<file path="src/rtl/cp0_regfile.sv">
// rtl/cp0_regfile.sv - SimpleMIPS CP0 register file; Count/Compare timer enabled by CP0_TIMER_EN
package cp0_pkg;
    typedef struct packed {
        logic        bd;
        logic        ex;
        logic [4:0]  exccode;
        logic [31:0] badvaddr;
    } exception_t;
    typedef logic [31:0] virt_t;
endpackage

module cp0_regfile
    import cp0_pkg::*;
#(
    parameter logic STATUS_BEV_RST = 1'b1
) (
    input  logic        clk,
    input  logic        resetn,
    input  logic        c0_we,
    input  logic [7:0]  c0_addr,
    input  logic [31:0] c0_wdata,
    output logic [31:0] c0_rdata,
    input  logic        c0_eret_flush,
    input  exception_t  c0_exception,
    input  virt_t       c0_pc,
    input  logic [5:0]  ext_int,
    output logic [31:0] c0_epc,
    output logic        c0_status_exl,
    output logic        has_int
);
    localparam logic [4:0] RD_BADVADDR = 5'd8;
    localparam logic [4:0] RD_COUNT    = 5'd9;
    localparam logic [4:0] RD_COMPARE  = 5'd11;
    localparam logic [4:0] RD_STATUS   = 5'd12;
    localparam logic [4:0] RD_CAUSE    = 5'd13;
    localparam logic [4:0] RD_EPC      = 5'd14;

    logic [7:0]  im_q, im_d;
    logic        exl_q, exl_d, ie_q, ie_d, bd_q, bd_d;
    logic [5:0]  ip_hw_q, ip_hw_d;
    logic [1:0]  ip_sw_q, ip_sw_d;
    logic [4:0]  exccode_q, exccode_d;
    logic [31:0] epc_q, epc_d, badvaddr_q, badvaddr_d;
    logic        ti;

`ifdef CP0_TIMER_EN
    logic [31:0] count_q, count_d, compare_q, compare_d;
    logic        tick_q, tick_d, ti_q, ti_d;
    assign ti = ti_q;
`else
    assign ti = 1'b0;
`endif

    logic [4:0] rd;
    logic       sel_ok, wr;
    logic [31:0] status_w, cause_w;

    assign rd     = c0_addr[7:3];
    assign sel_ok = (c0_addr[2:0] == 3'd0);
    // an excepting instruction never commits its MTC0
    assign wr     = c0_we & ~c0_exception.ex & sel_ok;

    always_comb begin
        im_d       = im_q;
        exl_d      = exl_q;
        ie_d       = ie_q;
        bd_d       = bd_q;
        ip_sw_d    = ip_sw_q;
        exccode_d  = exccode_q;
        epc_d      = epc_q;
        badvaddr_d = badvaddr_q;
        ip_hw_d    = {ext_int[5] | ti, ext_int[4:0]};

        if (wr) begin
            case (rd)
                RD_STATUS: begin
                    im_d  = c0_wdata[15:8];
                    exl_d = c0_wdata[1];
                    ie_d  = c0_wdata[0];
                end
                RD_CAUSE: ip_sw_d = c0_wdata[9:8];
                RD_EPC:   epc_d   = c0_wdata;
                default: ;
            endcase
        end

`ifdef CP0_TIMER_EN
        tick_d    = ~tick_q;
        count_d   = tick_q ? count_q + 32'd1 : count_q;
        compare_d = compare_q;
        ti_d      = ti_q | (count_q == compare_q);
        if (wr && rd == RD_COUNT) count_d = c0_wdata;
        if (wr && rd == RD_COMPARE) begin
            compare_d = c0_wdata;
            ti_d      = 1'b0;
        end
`endif

        if (c0_exception.ex) begin
            // nested exceptions keep the original return point
            if (!exl_q) begin
                epc_d = c0_exception.bd ? c0_pc - 32'd4 : c0_pc;
                bd_d  = c0_exception.bd;
            end
            exl_d     = 1'b1;
            exccode_d = c0_exception.exccode;
            if (c0_exception.exccode == 5'd4 || c0_exception.exccode == 5'd5)
                badvaddr_d = c0_exception.badvaddr;
        end else if (c0_eret_flush) begin
            exl_d = 1'b0;
        end
    end

    always_ff @(posedge clk or negedge resetn) begin
        if (!resetn) begin
            im_q       <= '0;
            exl_q      <= 1'b0;
            ie_q       <= 1'b0;
            bd_q       <= 1'b0;
            ip_hw_q    <= '0;
            ip_sw_q    <= '0;
            exccode_q  <= '0;
            epc_q      <= '0;
            badvaddr_q <= '0;
        end else begin
            im_q       <= im_d;
            exl_q      <= exl_d;
            ie_q       <= ie_d;
            bd_q       <= bd_d;
            ip_hw_q    <= ip_hw_d;
            ip_sw_q    <= ip_sw_d;
            exccode_q  <= exccode_d;
            epc_q      <= epc_d;
            badvaddr_q <= badvaddr_d;
        end
    end

`ifdef CP0_TIMER_EN
    always_ff @(posedge clk or negedge resetn) begin
        if (!resetn) begin
            count_q   <= '0;
            compare_q <= '0;
            tick_q    <= 1'b0;
            ti_q      <= 1'b0;
        end else begin
            count_q   <= count_d;
            compare_q <= compare_d;
            tick_q    <= tick_d;
            ti_q      <= ti_d;
        end
    end
`endif

    assign status_w = {9'd0, STATUS_BEV_RST, 6'd0, im_q, 6'd0, exl_q, ie_q};
    assign cause_w  = {bd_q, ti, 14'd0, ip_hw_q, ip_sw_q, 1'b0, exccode_q, 2'b00};

    always_comb begin
        c0_rdata = '0;
        if (sel_ok) begin
            case (rd)
                RD_BADVADDR: c0_rdata = badvaddr_q;
`ifdef CP0_TIMER_EN
                RD_COUNT:    c0_rdata = count_q;
                RD_COMPARE:  c0_rdata = compare_q;
`endif
                RD_STATUS:   c0_rdata = status_w;
                RD_CAUSE:    c0_rdata = cause_w;
                RD_EPC:      c0_rdata = epc_q;
                default:     c0_rdata = '0;
            endcase
        end
    end

    assign c0_epc        = epc_q;
    assign c0_status_exl = exl_q;
    assign has_int       = (|({ip_hw_q, ip_sw_q} & im_q)) & ie_q & ~exl_q;

endmodule

</file>
<file path="config.mk">
export PLATFORM = sky130hd
export DESIGN_NAME = cp0_regfile
export DESIGN_NICKNAME = d
export VERILOG_FILES = /design/src/rtl/cp0_regfile.sv
export SDC_FILE = /design/constraint.sdc
export NUM_CORES = 1
export LEC_CHECK = 0
export ABC_AREA = 0
export CAP_MARGIN = 20
export CORE_MARGIN = 2
export CORE_UTILIZATION = 40
export DETAILED_ROUTE_END_ITERATION = 12
export PLACE_DENSITY = 0.79
export SLEW_MARGIN = 5
export SYNTH_ARGS = -nofsm -noshare
export SYNTH_HDL_FRONTEND = slang
export SYNTH_SLANG_ARGS = --single-unit
</file>
<file path="constraint.sdc">
create_clock -name clk -period 2.4 [get_ports clk]
set_input_delay 0.48 -clock clk [delete_from_list [all_inputs] [get_ports clk]]
set_output_delay 0.48 -clock clk [all_outputs]
set_load 0.05 [all_outputs]
</file>
==> flow_results.xml <==
<?xml version="1.0" encoding="UTF-8"?>
<metrics>
  <group name="cts">
    <metric name="clock_latency" unit="ns">0.35</metric>
    <metric name="holdBufCountCts" unit="">0</metric>
    <metric name="path_clk_slew" unit="ns">0.07</metric>
    <metric name="h-tree-depth" unit="">3</metric>
    <metric name="clock_tree.buffer_depth" unit="">2</metric>
    <metric name="cts.sinks" unit="">88</metric>
    <metric name="tritoncts_clock_tree" unit="">done</metric>
    <metric name="cts_root_buf" unit="">sky130_fd_sc_hd__clkbuf_16</metric>
    <metric name="cts_inserted_buffers" unit="">9</metric>
  </group>
  <group name="place">
    <metric name="port_buffers" unit="">186</metric>
    <metric name="hpwl_dp" unit="um">14200</metric>
    <metric name="place.gp.congestion" unit="">0.935</metric>
  </group>
  <group name="pwr">
    <metric name="p_leak" unit="nW">3.56</metric>
    <metric name="combinationalPowerShare" unit="%">29.0</metric>
    <metric name="power.share.sequential" unit="%">40.5</metric>
    <metric name="p_sw" unit="mW">1.57</metric>
    <metric name="netSwitchingFraction" unit="%">32.7</metric>
    <metric name="share_clk_of_total_power" unit="%">30.6</metric>
    <metric name="internal_power" unit="mW">3.22</metric>
    <metric name="power.density_cell_area" unit="mW/mm2">547</metric>
    <metric name="vdd_drop_max" unit="V">0.000416</metric>
  </group>
  <group name="status">
    <metric name="run_status" unit="">finished clean</metric>
  </group>
  <group name="logic_synthesis">
    <metric name="synth_largest_area_cell" unit="">sky130_fd_sc_hd__dfrtp_1</metric>
    <metric name="combinational_family_with_the_most_area_after_synthesis" unit="">multiplexers</metric>
    <metric name="post_synth_instance_area" unit="mm2">0.00503</metric>
    <metric name="yosys_register_bits" unit="">88</metric>
    <metric name="synth.top_cells.by_area" unit="">sky130_fd_sc_hd__dfrtp_1, sky130_fd_sc_hd__mux2_2, sky130_fd_sc_hd__mux2i_1, sky130_fd_sc_hd__a22oi_1, sky130_fd_sc_hd__nor2_1</metric>
    <metric name="syn_nets" unit="">612</metric>
    <metric name="number_of_enable_flip_flop_cells_after_synthesis" unit="">0</metric>
    <metric name="post_synth_xor_area_fraction" unit="%">1.92</metric>
    <metric name="count_of_unique_library_cells_instantiated_by_yosys" unit="">49</metric>
    <metric name="netlist.area_leader.share" unit="%">43.8</metric>
    <metric name="synth.mux.area_fraction" unit="%">18.0</metric>
    <metric name="ys_flop_type" unit="">sky130_fd_sc_hd__dfrtp_1</metric>
    <metric name="synth.yosys.seq_area_share" unit="%">43.8</metric>
    <metric name="synth-adder-area-share" unit="%">0.448</metric>
    <metric name="synthCells" unit="">490</metric>
    <metric name="synthSimpleGateAreaFrac" unit="%">16.5</metric>
    <metric name="post_synth.cell_area_avg" unit="um2">10.3</metric>
    <metric name="asyncSetResetFlopFracSynth" unit="%">100</metric>
    <metric name="ys_warn_count" unit="">0</metric>
    <metric name="synth-compound-area-share" unit="%">15.5</metric>
  </group>
  <group name="global_route">
    <metric name="grt_start_max_net_pins" unit="">46</metric>
    <metric name="initial_antenna_violation_count" unit="">0</metric>
    <metric name="grt_overflow_total" unit="">0</metric>
    <metric name="grt_pass1_vias" unit="">5566</metric>
    <metric name="grt_pass1_wl" unit="um">29300</metric>
    <metric name="global_route.usage.total" unit="%">28.5</metric>
  </group>
  <group name="final_layout">
    <metric name="n_antenna_cell" unit="">0</metric>
    <metric name="areaGrowthSynthToFinish" unit="%">74.1</metric>
    <metric name="design.final.nets" unit="">864</metric>
    <metric name="drive_above_1_share" unit="%">35.3</metric>
  </group>
  <group name="sta">
    <metric name="hold_ws" unit="ns">0.130</metric>
    <metric name="final.setup_skew" unit="ns">0.00772</metric>
    <metric name="slew_of_the_pin_with_the_lowest_slew_margin" unit="ns">0.616</metric>
    <metric name="timing_max_transition_violations_final" unit="">0</metric>
    <metric name="setup_viol" unit="">0</metric>
    <metric name="finalSetupTns" unit="ns">0</metric>
    <metric name="grt_setup_unrepaired" unit="">true</metric>
    <metric name="timing.final.hold_violations" unit="">0</metric>
    <metric name="slew_headroom" unit="%">58.9</metric>
    <metric name="finalWorstPathRequiredPeriod" unit="ns">2.40</metric>
    <metric name="fmaxAchievable" unit="MHz">417</metric>
    <metric name="final.period_utilization" unit="%">99.8</metric>
  </group>
  <group name="drt">
    <metric name="drtIter0Drc" unit="">461</metric>
    <metric name="detailedRoute.firstPassIterationCount" unit="">6</metric>
    <metric name="drtAntennaViolNets" unit="">0</metric>
    <metric name="postRouteWirelength" unit="um">19000</metric>
    <metric name="routedWlPerCell" unit="um">20.8</metric>
    <metric name="via_density" unit="">5.80</metric>
    <metric name="vias" unit="">5307</metric>
    <metric name="drcViolationCount" unit="">0</metric>
  </group>
  <group name="worst_setup_path">
    <metric name="worstSetupPathDepth" unit="">8</metric>
    <metric name="ff2ff_path_depth" unit="">5</metric>
    <metric name="critical_path.top_delay_family" unit="">buffers and inverters</metric>
    <metric name="regToRegStartpoint" unit="">c0_status_exl</metric>
    <metric name="worst_ep_required_time" unit="ns">1.92</metric>
    <metric name="crit_path_frequent_cell" unit="">sky130_fd_sc_hd__buf_12</metric>
    <metric name="critical-path-slowest-cell" unit="">sky130_fd_sc_hd__a222oi_1</metric>
    <metric name="worstPathBufferInverterCount" unit="">4</metric>
    <metric name="timing_worst_setup_path_type" unit="">in -&gt; out</metric>
    <metric name="setup.worst_path.start" unit="">c0_addr[6]</metric>
    <metric name="endpoint_kind" unit="">output pin</metric>
    <metric name="crit_chain" unit="">buf_8, nor3b_4, buf_4, and2_4, buf_12, a222oi_1, nor2_4, buf_12</metric>
    <metric name="critical_path_fanout_max" unit="">6</metric>
    <metric name="timing.reg2reg.setup_slack" unit="ns">0.90</metric>
    <metric name="cp.arrival" unit="ns">1.92</metric>
    <metric name="critPathCapture" unit="">c0_rdata[2]</metric>
    <metric name="worst_path_max_stage_delay" unit="ns">0.51</metric>
    <metric name="r2r-end" unit="">c0_epc[29]</metric>
    <metric name="start_kind" unit="">input port</metric>
  </group>
  <group name="die">
    <metric name="design.core.area" unit="mm2">0.0122</metric>
    <metric name="initial_utilization" unit="%">41.4</metric>
    <metric name="die_w" unit="um">116</metric>
    <metric name="die_height" unit="um">116</metric>
    <metric name="design.die.area" unit="mm2">0.0135</metric>
    <metric name="floorplan.rows" unit="">40</metric>
    <metric name="io-pin-count" unit="">187</metric>
  </group>
  <group name="worst_hold_path">
    <metric name="hold_crit_class" unit="">in -&gt; async</metric>
  </group>
  <group name="run">
    <metric name="drv.max_cap_violation_count" unit="">0</metric>
  </group>
</metrics>
synth_stat cells (4+ instances only):
master / count
sky130_fd_sc_hd__a41oi_1: 9
sky130_fd_sc_hd__a22oi_1: 25
sky130_fd_sc_hd__nor4_1: 9
sky130_fd_sc_hd__nor2_1: 40
sky130_fd_sc_hd__inv_1: 13
sky130_fd_sc_hd__and4_1: 7
sky130_fd_sc_hd__xnor2_1: 7
sky130_fd_sc_hd__clkbuf_1: 34
sky130_fd_sc_hd__nor3_1: 10
sky130_fd_sc_hd__a31oi_1: 17
sky130_fd_sc_hd__nand2_1: 30
sky130_fd_sc_hd__and2_1: 5
sky130_fd_sc_hd__dfrtp_1: 88
sky130_fd_sc_hd__mux2_2: 59
sky130_fd_sc_hd__xor2_1: 4
sky130_fd_sc_hd__or3_1: 5
sky130_fd_sc_hd__mux2i_1: 24
sky130_fd_sc_hd__or4_1: 11
sky130_fd_sc_hd__a21oi_1: 9
sky130_fd_sc_hd__a222oi_1: 8
sky130_fd_sc_hd__a211oi_1: 19
sky130_fd_sc_hd__o31ai_1: 9
power groups by stage:
stage	Clock, mW	Combinational, mW	Sequential [mW]
global placement	0	1.32	1.94
CTS	1.48	1.38	1.93
global route	1.55	1.46	1.96
floorplan	0	0.387	2.22
finish	1.46	1.39	1.94
detailed placement	0	1.36	1.95
stage by stage:
stage | power, mW | utilization, % | worst slack [ns] | cells | area, um2
2_1_floorplan | 2.60 | - | -0.0693 | 490 | 5210
3_3_place_gp | 3.26 | 67.7 | -0.374 | 893 | 8230
3_5_place_dp | 3.31 | 67.7 | -0.434 | 893 | 8230
4_1_cts | 4.78 | 71.4 | 0.00516 | 915 | 8680
5_1_grt | 4.98 | 72.0 | -0.0410 | 915 | 8750
6_report | 4.79 | 72.0 | 0.00454 | 915 | 8750
routing by layer:
layer / global-route usage (%) / part of all wire, %
met3: 4.51 / 7.5
met5: 0 / 0
met4: 11.3 / 2.4
met2: 48.4 / 50
met1: 36.6 / 40
timing repair:
item | in CTS | in global routing
pin swaps | 9 | 16
endpoints found under the hold margin | 0 | 0
gates resized for setup | 47 | 10
buffers inserted | 5 | 2
cloned | 2 | 2
endpoints found under the setup margin | 36 | 26
how the worst min path moves through the flow:
stage | to | from | depth (start not counted) | slack, ns
2_1_floorplan | badvaddr_q[0] | resetn | 0 | 0.18
3_3_place_gp | bd_q | bd_q | 2 | 0.46
3_5_place_dp | bd_q | bd_q | 2 | 0.49
4_1_cts | im_q[2] | resetn | 1 | 0.15
5_1_grt | c0_epc[12] | resetn | 1 | 0.17
6_report | c0_epc[12] | resetn | 1 | 0.13
sequential cells by signal, indices dropped and copies added, names as in the netlist:
name,count
im_q,8
badvaddr_q,32
c0_status_exl,1
ie_q,1
exccode_q,5
ip_hw_q,6
ip_sw_q,2
bd_q,1
c0_epc,32
worst reg2reg max path, stage by stage, from the launching register on:
cell                      delay [ns]
sky130_fd_sc_hd__dfrtp_1        0.46
sky130_fd_sc_hd__nor2b_2        0.19
sky130_fd_sc_hd__buf_12         0.20
sky130_fd_sc_hd__nor2_1         0.08
sky130_fd_sc_hd__mux2_2         0.26
sky130_fd_sc_hd__nor3b_1        0.20
placed cells by master, fill, tap and decap left out, types with 13 or more instances in the layout:
| master | count |
|---|---|
| sky130_fd_sc_hd__a211oi_1 | 18 |
| sky130_fd_sc_hd__a22oi_1 | 21 |
| sky130_fd_sc_hd__a31oi_1 | 16 |
| sky130_fd_sc_hd__buf_12 | 39 |
| sky130_fd_sc_hd__buf_4 | 81 |
| sky130_fd_sc_hd__clkdlybuf4s50_1 | 142 |
| sky130_fd_sc_hd__dfrtp_1 | 88 |
| sky130_fd_sc_hd__inv_1 | 13 |
| sky130_fd_sc_hd__mux2_2 | 59 |
| sky130_fd_sc_hd__mux2i_1 | 24 |
| sky130_fd_sc_hd__nand2_1 | 30 |
| sky130_fd_sc_hd__nor2_1 | 17 |
| sky130_fd_sc_hd__nor2_2 | 18 |
cell families after synthesis:
| group | Yosys count |
|---|---|
| buffers and inverters | 52 |
| DFF | 88 |
| adders and majority gates | 2 |
| muxes | 83 |
| and+or+nand+nor | 149 |
| xor gates and xnor gates | 11 |
| AOI/OAI and AO/OA | 105 |
area by class of cell:
cell class	instances	area, um2
Timing Repair Buffer	280	3050
Multi-Input combinational cell	350	2930
Clock inverter	5	63.8
Inverter	13	48.8
Sequential cell	88	2200
Tap cell	168	210
Fill cell	841	3410
Clock buffer	11	243
(Power assumes the default switching activity.)
